$ cat src/rtl/en_sched_pkg.sv
// Shared types and default sizing for the enable scheduler.
// The state enum is common to the top level and any bench that peeks at it.
package en_sched_pkg;

   localparam int N_REQ_DEF  = 4;
   localparam int CNT_W_DEF  = 8;
   localparam int MISS_W_DEF = 8;

   typedef enum logic [1:0] {
      IDLE  = 2'd0,
      RUN   = 2'd1,
      DRAIN = 2'd2
   } t_sched_state;

endpackage

$ cat src/rtl/rr_arbiter.sv
// Combinational round-robin select: grants the first requester strictly after
// the last-granted pointer, wrapping from N_REQ-1 back to 0.
module rr_arbiter #(
   parameter int N_REQ = 4,
   parameter int PTR_W = (N_REQ > 1) ? $clog2(N_REQ) : 1
) (
   input  logic [N_REQ-1:0] req,
   input  logic [PTR_W-1:0] ptr,
   output logic [N_REQ-1:0] grant,
   output logic             valid
);

   always_comb begin : arb_search
      logic [PTR_W-1:0] idx;
      grant = '0;
      valid = 1'b0;
      idx   = ptr;
      // Walk N_REQ positions starting one past the pointer; the pointer itself
      // is visited last so a lone requester can be granted repeatedly.
      for (int k = 0; k < N_REQ; k++) begin
         if (idx == PTR_W'(N_REQ - 1)) begin
            idx = '0;
         end else begin
            idx = idx + 1'b1;
         end
         if (!valid && req[idx]) begin
            grant[idx] = 1'b1;
            valid      = 1'b1;
         end
      end
   end

endmodule

$ cat src/rtl/en_sched.sv
// Prescaled round-robin enable scheduler: every ratio cycles of RUN it emits a
// tick and a one-hot enable to the next requesting client.
module en_sched
   import en_sched_pkg::*;
#(
   parameter int N_REQ  = N_REQ_DEF,
   parameter int CNT_W  = CNT_W_DEF,
   parameter int MISS_W = MISS_W_DEF
) (
   input  logic              clk,
   input  logic              rst_n,
   input  logic [CNT_W-1:0]  cfg_ratio,
   input  logic              cfg_load,
   input  logic              run,
   input  logic [N_REQ-1:0]  req,
   output logic [N_REQ-1:0]  o_en,
   output logic              tick,
   output logic              busy,
   output logic [MISS_W-1:0] miss_cnt,
   output logic              cfg_err
);

   localparam int               PTR_W   = (N_REQ > 1) ? $clog2(N_REQ) : 1;
   localparam logic [PTR_W-1:0] PTR_RST = PTR_W'(N_REQ - 1);

   t_sched_state      state_q, state_d;
   logic [CNT_W-1:0]  presc_q, presc_d;
   logic [CNT_W-1:0]  ratio_q, ratio_d;
   logic [PTR_W-1:0]  ptr_q, ptr_d;
   logic [N_REQ-1:0]  o_en_q, o_en_d;
   logic              tick_q, tick_d;
   logic [MISS_W-1:0] miss_q, miss_d;
   logic              err_q, err_d;

   logic [N_REQ-1:0]  arb_grant;
   logic              arb_valid;
   logic [PTR_W-1:0]  grant_idx;
   logic              term_cnt;

   rr_arbiter #(
      .N_REQ (N_REQ),
      .PTR_W (PTR_W)
   ) u_arb (
      .req   (req),
      .ptr   (ptr_q),
      .grant (arb_grant),
      .valid (arb_valid)
   );

   // Terminal count only exists in RUN; the tick it launches may land in DRAIN.
   assign term_cnt = (state_q == RUN) && (presc_q == (ratio_q - 1'b1));

   always_comb begin
      grant_idx = '0;
      for (int i = 0; i < N_REQ; i++) begin
         if (arb_grant[i]) begin
            grant_idx = PTR_W'(i);
         end
      end
   end

   always_ff @(posedge clk or negedge rst_n) begin
      if (!rst_n) begin
         state_q <= IDLE;
      end else begin
         state_q <= state_d;
      end
   end

   always_comb begin
      state_d = state_q;
      case (state_q)
         IDLE:    if (run)  state_d = RUN;
         RUN:     if (!run) state_d = DRAIN;
         DRAIN:   state_d = IDLE;
         default: state_d = IDLE;
      endcase
   end

   always_comb begin
      presc_d = '0;
      ratio_d = ratio_q;
      err_d   = err_q;
      ptr_d   = ptr_q;
      miss_d  = miss_q;
      tick_d  = term_cnt;
      o_en_d  = term_cnt ? arb_grant : '0;

      if ((state_q == RUN) && run && !term_cnt) begin
         presc_d = presc_q + 1'b1;
      end

      if (cfg_load) begin
         if (state_q == IDLE) begin
            ratio_d = (cfg_ratio == '0) ? CNT_W'(1) : cfg_ratio;
         end else begin
            err_d = 1'b1;
         end
      end

      if (term_cnt) begin
         if (arb_valid) begin
            ptr_d = grant_idx;
         end else if (miss_q != '1) begin
            miss_d = miss_q + 1'b1;
         end
      end
   end

   always_ff @(posedge clk or negedge rst_n) begin
      if (!rst_n) begin
         presc_q <= '0;
         ratio_q <= CNT_W'(1);
         ptr_q   <= PTR_RST;
         o_en_q  <= '0;
         tick_q  <= 1'b0;
         miss_q  <= '0;
         err_q   <= 1'b0;
      end else begin
         presc_q <= presc_d;
         ratio_q <= ratio_d;
         ptr_q   <= ptr_d;
         o_en_q  <= o_en_d;
         tick_q  <= tick_d;
         miss_q  <= miss_d;
         err_q   <= err_d;
      end
   end

   assign o_en     = o_en_q;
   assign tick     = tick_q;
   assign busy     = (state_q != IDLE);
   assign miss_cnt = miss_q;
   assign cfg_err  = err_q;

`ifndef SYNTHESIS
   a_en_onehot : assert property (@(posedge clk) disable iff (!rst_n) $onehot0(o_en_q));
   a_en_tick   : assert property (@(posedge clk) disable iff (!rst_n) (o_en_q != '0) |-> tick_q);
   a_ratio_nz  : assert property (@(posedge clk) disable iff (!rst_n) ratio_q != '0);
`endif

endmodule
$ cat config.mk
export PLATFORM = sky130hd
export DESIGN_NAME = en_sched
export DESIGN_NICKNAME = d
export VERILOG_FILES = /design/src/rtl/en_sched_pkg.sv /design/src/rtl/rr_arbiter.sv /design/src/rtl/en_sched.sv
export SDC_FILE = /design/constraint.sdc
export NUM_CORES = 1
export LEC_CHECK = 0
export CORE_MARGIN = 5
export CORE_UTILIZATION = 45
export DETAILED_ROUTE_END_ITERATION = 10
export PLACE_DENSITY_LB_ADDON = 0.08
export SYNTH_ARGS = -nofsm -noshare
export SYNTH_HDL_FRONTEND = slang
export SYNTH_HIERARCHICAL = 1
export SYNTH_SLANG_ARGS = --single-unit
$ cat constraint.sdc
create_clock -name clk -period 6.6 [get_ports clk]
set_input_delay 1.98 -clock clk [delete_from_list [all_inputs] [get_ports clk]]
set_output_delay 1.98 -clock clk [all_outputs]
set_load 0.01 [all_outputs]
==> metrics <==
status complete, no violations; TritonCTS buffer count 5; post-synthesis sequential area ratio 0.395; grt ovf 0; total power approximately 0.6 mW; postcts setup bufs 0; Final HPWL DP between 3000 and 4000 um; synthesized netlist net count 240; Area contributors post-synth dfrtp_1 (36%), ha_1 (6.4%), xnor2_1 (4.9%); Synth top cells by count dfrtp_1 (31), inv_1 (22), nor2_1 (14); fin crit period between 3 and 4 ns; worst-path maximum fanout 9; Async SR Flop Fraction 1.00; Core Util, Final 0.547; Tightest Pin Transition about 0.65 ns; CTS tree built; Pre-antenna DRT Iters 4; Max Slew Vio Count 0; Setup Crit Path Kind in -> reg; unrepaired setup endpoints after global routing no; Clock Tree Buf Depth 2; Peak supply drop between 0.1 and 0.15 mV; layout cells sized above 1 0.127; Worst Setup Start Kind input port; most common cell in the netlist dfrtp_1; Die Wd approximately 80 um; final WL ~4200 um; Tot GR Track Use 0.142; Sum Neg Setup Slack 0 ns; Setup Viol. Count Final 0; H-tree levels 2; initial antenna violation count 0; # IOs 31; Post-synth EDFFs 0; pin count of the biggest net entering global routing 35; clock tree root driver cell clkbuf_8; pwr dens about 230 nW/um^2; Leak roughly 1.1 nW; Max Cap Violations 0; Placer Congestion about 0.8; antenna viol nets, final 0; Yosys top cell area share 0.358; Avg Inst Size Synth ~10 um^2; global-route wire length before repair 7070 um; synthesis-stage register bit count 34; Starting Density 0.461; core region area ~4700 um^2; CP Capture Type register; Die H 79.4 um; largest area contributor in the netlist dfrtp_1; # DRC 0; vias in the first global route approximately 1500; Worst-Skew Late Latency around 0.28 ns; Tcrit/Tclk final 0.554; worst path arrival time 3.86 ns; Synth Flop Type dfrtp_1; Hold-fix buffers, CTS 0; Switching Share 0.341; Post-Synthesis Cells ~210; Yosys cell types 54; fillers between 400 and 500; DRT iter0 DRCs 42; Die Area about 6300 um^2; Critical Path RT 6.81 ns; Final Net Count 270; num rows 25; skew final approximately 0.008 ns; Reg clk slew, reported paths approximately 0.07 ns; Logic pwr share 0.334; Warnings, synthesis 6; maximum clock frequency approximately 270 MHz; vias per std cell ~5.3; number of I/O port buffers 30; # diodes 0; Pint roughly 0.4 mW; sequential fraction of design power 0.426; Net Sw Power ~0.2 mW; Clock power frac 0.241; Final Hold Fails 0; Hold Crit Class reg -> reg; cells resized by post-CTS repair 0; Syn-to-layout area delta 18.6%; vias about 1600; CTS Sinks 34; Wirelength per Cell 14.2 um; mapped cell area roughly 2200 um^2; Slew headroom 0.564
critical path, cell delays in order:
cell	delay, ns
clkdlybuf4s50_1	0.66
inv_1	0.09
mux4_1	0.56
o32ai_1	0.15
a221o_1	0.18
inv_1	0.05
a21oi_1	0.12
mux2i_1	0.08
stage by stage:
step           hold WS, ns  cell area (um^2)  std cells  worst slack, ns
2_1_floorplan        0.408              2160        213             3.28
3_3_place_gp         0.424              2480        290             2.69
3_5_place_dp         0.425              2480        290             2.64
4_1_cts              0.434              2570        298             2.95
5_1_grt              0.463              2570        298             2.81
6_report             0.433              2570        298             2.94
state kept, by name, indices dropped and copies added, names as in the netlist:
name and count:
miss_cnt 8, presc_q 8, ratio_q 8, o_en 4, ptr_q 2, state_q 2
cfg_err 1, tick 1
layer usage:
layer | routed length [um] | part of all wire | up-vias | global-route usage
met5 | 0 | 0 | - | 0
met4 | 40 | 0.0094 | 0 | 0.0430
met3 | 168 | 0.040 | 4 | 0.0420
met2 | 2050 | 0.48 | 21 | 0.234
met1 | 1980 | 0.47 | 728 | 0.181
li1 | - | - | 818 | -
worst paths after layout:
| check | start | to | slack (ns) | cells after the start |
|---|---|---|---|---|
| setup / recovery | req[1] | ptr_q[0]$_DFFE_PN1P_ | 2.94 | 8 |
| hold / removal | state_q[1]$_DFFE_PN0P_ | state_q[0]$_DFFE_PN0P_ | 0.43 | 1 |
| setup reg to reg | ratio_q[0]$_DFFE_PN1P_ | presc_q[3]$_DFF_PN0_ | 3.73 | 8 |
| hold reg to reg | state_q[1]$_DFFE_PN0P_ | state_q[0]$_DFFE_PN0P_ | 0.43 | 1 |
| max in group asynchronous | rst_n | ratio_q[0]$_DFFE_PN1P_ | 4.15 | 2 |
| min in group asynchronous | rst_n | presc_q[4]$_DFF_PN0_ | 2.11 | 2 |
cell families after synthesis:
| logic type | share of synthesized area |
|---|---|
| xor gates and xnor gates | 0.0850 |
| buffers and inverters | 0.0642 |
| AOI/OAI and AO/OA | 0.126 |
| DFF | 0.395 |
| muxes | 0.0578 |
| adders and majority gates | 0.0636 |
| and+or+nand+nor | 0.209 |
placed cells by master (no fill, tap or decap), drive strengths merged, types with 2 or more instances in the layout:
cell / instances
a211oi: 2
a21oi: 5
a221o: 4
a311oi: 2
a32oi: 2
and2: 4
and3: 7
and3b: 2
and4: 2
clkbuf: 6
clkdlybuf4s50: 30
clkinv: 2
dfrtp: 31
dfstp: 3
ha: 11
inv: 22
mux2: 7
mux2i: 2
nand2: 5
nand2b: 2
nand3: 8
nand4: 5
nor2: 14
nor2b: 4
nor3: 5
nor3b: 2
nor4: 2
nor4b: 3
o21ai: 6
o21bai: 2
o32ai: 4
or2: 2
xnor2: 12
xor2: 9
cell type report:
class / count / area (um^2) / area share
inverters: 22 / 82.6 / 0.0322
clock buffers: 6 / 72.6 / 0.0283
flip-flops and latches: 34 / 855 / 0.333
repair buffers: 31 / 308 / 0.120
multi-input cells: 149 / 1170 / 0.456
clock inverters: 2 / 10.0 / 0.00390
well taps: 54 / 67.6 / 0.0263
power by group through the flow:
stage          sequential, mW  clock (mW)  combinational, mW
3_3_place_gp            0.260           0              0.201
4_1_cts                 0.255       0.151              0.202
5_1_grt                 0.258       0.162              0.226
6_report                0.255       0.144              0.200
3_5_place_dp            0.260           0              0.201
2_1_floorplan           0.251           0              0.165
Note: power is estimated with default switching activity, not from simulation.
